`config.mk`:
```
export PLATFORM = sky130hd
export DESIGN_NAME = alu_mult_unit
export DESIGN_NICKNAME = d
export VERILOG_FILES = /design/src/rtl/alu_mult_unit.sv
export SDC_FILE = /design/constraint.sdc
export NUM_CORES = 1
export LEC_CHECK = 0
export ABC_AREA = 1
export BUFFER_PORTS_ARGS = -buffer_cell sky130_fd_sc_hd__buf_4
export CAP_MARGIN = 40
export CORE_ASPECT_RATIO = 0.8
export CORE_UTILIZATION = 45
export CTS_CLUSTER_DIAMETER = 30
export DETAILED_ROUTE_END_ITERATION = 8
export SYNTH_ARGS = -nofsm -noshare
export SYNTH_HDL_FRONTEND = slang
export SYNTH_SLANG_ARGS = --single-unit
```
`constraint.sdc`:
```
create_clock -name clk -period 18.9 [get_ports clk]
set_input_delay 1.89 -clock clk [delete_from_list [all_inputs] [get_ports clk]]
set_output_delay 1.89 -clock clk [all_outputs]
set_load 0.02 [all_outputs]
```
`src/rtl/alu_mult_unit.sv`:
```
// Execute-stage ALU: single-cycle AND/OR/ADD/SUB/SLT plus an iterative
// radix-2 shift-add unsigned multiplier behind a start/busy/done handshake.
module alu_mult_unit #(
    parameter int WIDTH = 32
) (
    input  logic             clk,
    input  logic             reset,
    input  logic             start,
    input  logic [2:0]       alucontrol,
    input  logic [WIDTH-1:0] a,
    input  logic [WIDTH-1:0] b,
    output logic [WIDTH-1:0] result,
    output logic [WIDTH-1:0] result_hi,
    output logic             zero,
    output logic             busy,
    output logic             done
);

    // state | meaning
    // IDLE  | waiting for start
    // MULT  | shift-add iterations in flight, start ignored
    // DONE  | result valid this cycle, start accepted as in IDLE
    typedef enum logic [1:0] {IDLE, MULT, DONE} state_t;

    localparam int CW = $clog2(WIDTH + 1);
    localparam logic [CW-1:0] LAST = CW'(WIDTH - 1);
    localparam logic [2:0] OP_MULT = 3'b011;

    state_t             state, state_next;
    logic [WIDTH-1:0]   mcand, mcand_next;
    logic [WIDTH-1:0]   mlier, mlier_next;
    logic [2*WIDTH-1:0] acc, acc_next;
    logic [CW-1:0]      count, count_next;
    logic [WIDTH-1:0]   result_next, result_hi_next;
    logic               zero_next;
    logic [WIDTH-1:0]   alu_out;
    logic [WIDTH:0]     partial;
    logic [2*WIDTH-1:0] iter_acc;

    always_comb begin
        alu_out = '0;
        case (alucontrol)
            3'b000:  alu_out = a & b;
            3'b001:  alu_out = a | b;
            3'b010:  alu_out = a + b;
            3'b110:  alu_out = a - b;
            3'b111:  alu_out = {{(WIDTH-1){1'b0}}, ($signed(a) < $signed(b))};
            default: alu_out = '0;
        endcase
    end

    // One multiply step: conditional add into the upper half, keep the carry,
    // then shift the whole accumulator right by one.
    assign partial  = {1'b0, acc[2*WIDTH-1:WIDTH]}
                    + {1'b0, (mlier[0] ? mcand : {WIDTH{1'b0}})};
    assign iter_acc = {partial, acc[WIDTH-1:1]};

    always_comb begin
        state_next     = state;
        mcand_next     = mcand;
        mlier_next     = mlier;
        acc_next       = acc;
        count_next     = count;
        result_next    = result;
        result_hi_next = result_hi;
        zero_next      = zero;
        case (state)
            IDLE, DONE: begin
                if (start) begin
                    if (alucontrol == OP_MULT) begin
                        mcand_next = a;
                        mlier_next = b;
                        acc_next   = '0;
                        count_next = '0;
                        state_next = MULT;
                    end else begin
                        result_next    = alu_out;
                        result_hi_next = '0;
                        zero_next      = (alu_out == '0);
                        state_next     = DONE;
                    end
                end else begin
                    state_next = IDLE;
                end
            end
            MULT: begin
                acc_next   = iter_acc;
                mlier_next = mlier >> 1;
                count_next = count + CW'(1);
                if (count == LAST) begin
                    result_next    = iter_acc[WIDTH-1:0];
                    result_hi_next = iter_acc[2*WIDTH-1:WIDTH];
                    zero_next      = (iter_acc[WIDTH-1:0] == '0);
                    state_next     = DONE;
                end
            end
            default: state_next = IDLE;
        endcase
    end

    always_ff @(posedge clk or posedge reset) begin
        if (reset) begin
            state     <= IDLE;
            mcand     <= '0;
            mlier     <= '0;
            acc       <= '0;
            count     <= '0;
            result    <= '0;
            result_hi <= '0;
            zero      <= 1'b0;
        end else begin
            state     <= state_next;
            mcand     <= mcand_next;
            mlier     <= mlier_next;
            acc       <= acc_next;
            count     <= count_next;
            result    <= result_next;
            result_hi <= result_hi_next;
            zero      <= zero_next;
        end
    end

    assign busy = (state == MULT);
    assign done = (state == DONE);

endmodule

```
==> results of run 1 <==
[cell type report]
cell class | count | area, µm²
fillers | 3602 | 17000
clock buffers | 21 | 460
multi-input cells | 1788 | 9280
well taps | 472 | 591
flip-flops and latches | 200 | 5000
repair buffers | 153 | 1230
clock inverters | 11 | 106
inverters | 413 | 1560
[critical path: cells and delay by family]
family | cells | cell delay, ns
AND/OR/NAND/NOR | 15 | 1.85
adder cells (fa/ha/maj) | 2 | 0.66
buffers and inverters | 3 | 0.32
AO/OA/AOI/OAI | 1 | 0.10
[report_power, final]
group | leakage (nW) | switching (mW) | internal [mW]
combinational | 7.34 | 0.537 | 0.270
sequential | 2.54 | 0.0846 | 0.558
clock | 0.276 | 0.188 | 0.181
[flip-flops by register name (all words and copies together), names as in the netlist]
name and count:
count 6, mlier 32, result 32, zero 1, result_hi 32, acc 63
state 2, mcand 32
[logic make-up after synthesis]
family / count (synthesis) / share of synthesized area, %
xor gates and xnor gates: 1 / 0.0539
and+or+nand+nor: 1229 / 31.6
AOI/OAI and AO/OA: 423 / 14.8
DFF: 200 / 30.8
buffers and inverters: 500 / 12.3
adders and majority gates: 135 / 10.5
[cells in the mapped netlist (all sizes together), types with 4 or more instances]
master / instances / share of area [%]
nor4: 9 / 0.35
clkbuf: 44 / 1.0
ha: 132 / 10
nor3: 21 / 0.74
buf: 43 / 1.7
or2: 8 / 0.31
a31oi: 23 / 0.89
inv: 412 / 9.5
o21ai: 146 / 4.5
nand4: 21 / 0.81
nand2: 749 / 17
a21oi: 150 / 4.8
nor2: 237 / 5.8
a21o: 5 / 0.23
a221oi: 18 / 0.97
nand3: 170 / 5.4
o21bai: 10 / 0.49
and2: 4 / 0.15
o22ai: 57 / 2.2
dfrtp: 200 / 31
nand3b: 9 / 0.57
[per-layer routing]
metal | GRT usage, % | part of all wire (%) | vias to the layer above
li1 | - | - | 8111
met1 | 49.4 | 47 | 8116
met2 | 50.5 | 42 | 741
met3 | 6.23 | 8.6 | 60
met4 | 7.55 | 1.8 | 0
met5 | 0 | 0 | -
[worst paths after layout]
kind                           start   endpoint  slack, ns  cells past startpoint
max                             b[0]       zero      14.47                     21
min                        mcand[22]  mcand[22]       0.49                      2
max reg2reg                 state[0]       zero      15.22                     11
min reg2reg                mcand[22]  mcand[22]       0.49                      2
max in group asynchronous      reset  mlier[27]      16.09                      5
min in group asynchronous      reset    acc[38]       1.41                      2
[cell usage in the layout (no fill, tap or decap), drive strengths merged, types with 2 or more instances in the layout]
| cell type | Yosys | final |
|---|---|---|
| a21o | 5 | 5 |
| a21oi | 150 | 150 |
| a221oi | 18 | 18 |
| a31oi | 23 | 23 |
| and2 | 4 | 4 |
| buf | 43 | 153 |
| clkbuf | 44 | 21 |
| clkinv | 1 | 7 |
| dfrtp | 200 | 200 |
| fa | 3 | 3 |
| ha | 132 | 132 |
| inv | 412 | 416 |
| nand2 | 749 | 749 |
| nand3 | 170 | 170 |
| nand3b | 9 | 9 |
| nand4 | 21 | 21 |
| nor2 | 237 | 237 |
| nor3 | 21 | 21 |
| nor4 | 9 | 9 |
| o211ai | 2 | 2 |
| o21a | 3 | 3 |
| o21ai | 146 | 146 |
| o21bai | 10 | 10 |
| o22a | 2 | 2 |
| o22ai | 57 | 57 |
| o31ai | 3 | 3 |
| or2 | 8 | 8 |
[stage by stage]
step	power (mW)	util, %	std cells
floorplan	1.15	-	2488
global placement	1.42	49.8	3017
detailed placement	1.44	50.2	3026
CTS	1.81	51.8	3058
global route	1.94	51.8	3058
finish	1.82	51.8	3058
==> impl_metrics.env, run 1 <==
export IMPL_vias_per_cell=5.57
export IMPL_path_cells="buf_4, ha_1, inv_1, fa_1, inv_1, nand2_1, nand2_1, nand3_1, nand2_2, nand2_2, nand2_2, nand2_1, nand3_1, nand3_1, nor2_1, nand3_1, nor2_1, nand2_1, nor2_1, nand2_1, a21oi_2"
export IMPL_drtAntennaViolNets=0
export IMPL_grt_max_degree=83
export IMPL_area_delta_synth_final_pct=12.2
export IMPL_drive_gt1_share_pct=9.63
export IMPL_wl_um=61900
export IMPL_clk_pin_slew_worst_paths_ns=0.07
export IMPL_crit_slowest_cell="fa_1"
export IMPL_dp_hpwl_um=48900
export IMPL_synth_edf_count=0
export IMPL_synthCells=2488
export IMPL_cts_sinks=200
export IMPL_postPlaceCellArea_um2=17700
export IMPL_min_path_type="reg2reg"
export IMPL_fmax_ghz=0.226
export IMPL_rows=61
export IMPL_status="completed"
export IMPL_dr_pass1_iters=6
export IMPL_rsz0062_at_grt="no"
export IMPL_antenna_cells=0
export IMPL_leakagePower_nw=10.2
export IMPL_num_vias=17028
export IMPL_design_area_um2=18200
export IMPL_ir_worst_vdd_mv=0.0716
export IMPL_io_buffers=136
export IMPL_gp_congestion=1.04
export IMPL_grt_ovfl_total=0
export IMPL_final_nets=2778
export IMPL_slew_headroom_pct=40.3
export IMPL_routedWlPerCell_um=20.3
export IMPL_cts_tree="yes"
export IMPL_fin_hold_ws_ns=0.486
export IMPL_synthFlopType="dfrtp_1"
export IMPL_yosys_cell_types_count=49
export IMPL_place_ws_ns=14.04
export IMPL_grt_usage_pct=33.5
export IMPL_dieArea_um2=36900
export IMPL_path_max_fanout=4
export IMPL_die_h_um=172
export IMPL_cts_resized=0
export IMPL_grt_pass1_wl_um=92900
export IMPL_cts_max_level=4
export IMPL_initial_core_util_pct=46.2
export IMPL_die_x_um=214
export IMPL_fin_skew_ns=0.0184
export IMPL_drc=0
export IMPL_post_cts_buffers=0
export IMPL_synth_seq_cells=200
export IMPL_fin_tns_setup_ns=0
export IMPL_core_area_um2=35200
export IMPL_hold_viol=0
export IMPL_tightest_slew_ns=0.887
export IMPL_ctsHoldBuffers=0
export IMPL_setup_viol=0
export IMPL_synth_area_um2=16200
export IMPL_antenna_found_initial=0
export IMPL_cp_arrival_ns=4.83
export IMPL_ctsLongestPathBuffers=2
export IMPL_cap_violations=0
export IMPL_slowest_delay_ns=0.42
export IMPL_cts_root_buf="clkbuf_16"
export IMPL_final_period_utilization_pct=23.5
export IMPL_setup_worst_path_end_class="flop"
export IMPL_crit_type="in2reg"
export IMPL_powerDensity_nw_per_um2=99.8
export IMPL_post_route_min_period_ns=4.43
export IMPL_async_flop_share_pct=100
export IMPL_required_ns=19.30
export IMPL_clock_latency_ns=0.47
export IMPL_first_iter_violations=1870
export IMPL_ios=137
export IMPL_cp_common_cell="nand2_1"
export IMPL_start_kind="primary input"
export IMPL_syn_nets=2693
export IMPL_drv_slew=0
export IMPL_grt_pass1_vias=15716
export IMPL_cts_buffers=17
export IMPL_setup_ws_ns=14.47
export IMPL_yosys_warnings=0
export IMPL_synth_avg_cell_area_um2=6.53
export IMPL_ys_seq_area_share_pct=30.8
(Power assumes the default switching activity.)
==> run 2, diff against run 1 <==
Settings changed: PLACE_DENSITY set to 0.65.
Clock period 18.9 ns to 3.8 ns, I/O delays scaled along.
==> run 2 against run 1 <==
Utilization is 0.42 points higher; critical endpoint is now result_hi[18]; sequential power rose to 5.0 times the previous value; non-clock buffer count up 14; clock skew decreased by 0.0022 ns; sequential share of layout area is 0.22 points lower; highest routed layer unchanged.
==> impl_metrics.env, run 2 (synthesized netlist as in run 1, its figures left out) <==
export IMPL_routedWlPerCell_um=20.3
export IMPL_cts_root_buf="clkbuf_16"
export IMPL_rsz0062_at_grt="no"
export IMPL_cts_tree="yes"
export IMPL_clock_latency_ns=0.48
export IMPL_fillers=3593
export IMPL_status="completed"
export IMPL_fin_hold_ws_ns=0.203
export IMPL_largest_register_ffs=63
export IMPL_drv_slew=0
export IMPL_powerDensity_nw_per_um2=501
export IMPL_die_x_um=214
export IMPL_drive_gt1_share_pct=10.2
export IMPL_first_iter_violations=1682
export IMPL_ctsLongestPathBuffers=2
export IMPL_slew_headroom_pct=34.3
export IMPL_crit_type="reg2reg"
export IMPL_hold_viol=0
export IMPL_dp_hpwl_um=49700
export IMPL_worst_path_buf_inv=3
export IMPL_ios=137
export IMPL_mostFrequentLayoutCell="nand2_1"
export IMPL_die_h_um=172
export IMPL_ir_worst_vdd_mv=0.398
export IMPL_grt_pass1_wl_um=93800
export IMPL_cp_arrival_ns=3.38
export IMPL_path_max_fanout=32
export IMPL_place_ws_ns=0.538
export IMPL_p_total_mw=9.21
export IMPL_area_delta_synth_final_pct=13.1
export IMPL_core_area_um2=35200
export IMPL_rows=61
export IMPL_cts_max_level=4
export IMPL_cp_common_cell="nand2_1"
export IMPL_final_nets=2792
export IMPL_fin_tns_setup_ns=0
export IMPL_post_cts_buffers=0
export IMPL_path_cells="buf_4, nand2_1, inv_1, ha_1, a21oi_1, o21ai_0, nand2_1, nand2_1, a31oi_1, inv_1, nand2_1, nand2_1, nand2_1, nand2_1, or2_2, nand3_1, o21ai_0"
export IMPL_required_ns=4.14
export IMPL_grt_ovfl_total=0
export IMPL_antenna_cells=0
export IMPL_grt_max_degree=82
export IMPL_grt_usage_pct=34.0
export IMPL_start_kind="flop"
export IMPL_tightest_slew_ns=0.975
export IMPL_leakagePower_nw=10.2
export IMPL_final_util_pct=52.2
export IMPL_setup_worst_path_end_class="flop"
export IMPL_dr_pass1_iters=8
export IMPL_vias_per_cell=5.50
export IMPL_setup_ws_ns=0.762
export IMPL_antenna_found_initial=0
export IMPL_wl_um=62300
export IMPL_cts_buffers=17
export IMPL_num_vias=16884
export IMPL_ff_latch_area_um2=5000
export IMPL_layout_common_cells="nand2_1, inv_1, nor2_1, dfrtp_1, nand3_1"
export IMPL_crit_slowest_cell="a31oi_1"
export IMPL_cap_violations=0
export IMPL_fmax_ghz=0.329
export IMPL_final_period_utilization_pct=80.0
export IMPL_slowest_delay_ns=0.38
export IMPL_drtAntennaViolNets=0
export IMPL_initial_core_util_pct=46.2
export IMPL_multi_input_area_um2=9280
export IMPL_io_buffers=136
export IMPL_grt_pass1_vias=15812
export IMPL_crit_family="simple AND/OR/NAND/NOR gates"
export IMPL_gp_congestion=1.00
export IMPL_dieArea_um2=36900
export IMPL_post_route_min_period_ns=3.04
export IMPL_min_path_type="in2reg"
export IMPL_setup_viol=0
export IMPL_clk_pin_slew_worst_paths_ns=0.09
export IMPL_drc=0
export IMPL_largest_register="acc"
export IMPL_cts_sinks=200
export IMPL_fin_skew_ns=0.0161
[run 2: cell types whose count changed in the layout (fill, tap and decap cells not counted), sizes merged]
cell         before  now
buf             153  166
bufinv            0    3
clkbuf           21   18
dlygate4sd3       0    1
[run 2: final cells by class]
cell class / instances / share of cell area [%]
repair buffers: 167 / 7.08
flip-flops and latches: 200 / 27.2
well taps: 472 / 3.21
clock buffers: 18 / 2.39
inverters: 413 / 8.46
clock inverters: 14 / 1.13
multi-input cells: 1788 / 50.5
[run 2: path summary, 6_finish.rpt]
| path | from | to | slack [ns] | cells after the start |
|---|---|---|---|---|
| max reg2reg | mlier[0] | result_hi[18] | 0.76 | 17 |
| min | a[5] | mcand[5] | 0.20 | 3 |
| max in group asynchronous | reset | acc[8] | 2.46 | 5 |
| min in group asynchronous | reset | mlier[19] | 0.54 | 3 |
| max | mlier[0] | result_hi[18] | 0.76 | 17 |
| min reg2reg | result_hi[19] | result_hi[19] | 0.48 | 2 |
[run 2: what timing repair did]
action | CTS | global route
hold endpoints to repair | 16 | 0
hold buffers | 1 | 0
gates resized for setup | 0 | 0
[run 2: power breakdown]
| group | leakage [nW] | total, mW | switching (mW) | internal (mW) |
|---|---|---|---|---|
| logic | 7.39 | 3.95 | 2.62 | 1.33 |
| registers | 2.54 | 3.20 | 0.424 | 2.78 |
| clock network | 0.316 | 2.06 | 0.973 | 1.08 |
| total | 10.2 | 9.21 | 4.02 | 5.19 |
[run 2: worst register-to-register path: stages, from the launching register on]
cell	delay (ns)
dfrtp_1	0.35
buf_4	0.30
nand2_1	0.09
inv_1	0.09
ha_1	0.28
a21oi_1	0.23
o21ai_0	0.15
nand2_1	0.08
nand2_1	0.04
a31oi_1	0.38
inv_1	0.15
nand2_1	0.09
nand2_1	0.10
nand2_1	0.08
nand2_1	0.07
or2_2	0.27
nand3_1	0.09
o21ai_0	0.08
[run 2: layer usage]
metal	track usage [%]	share of wire, %
met3	8.27	9.1
met2	52.0	43
met5	0	0
met4	10.3	2.7
met1	47.4	46
[run 2: stage by stage]
stage / instance area, µm² / cells
global route: 18400 / 3072
CTS: 18400 / 3072
finish: 18400 / 3072
detailed placement: 17700 / 3039
floorplan: 16300 / 2488
global placement: 17700 / 3038
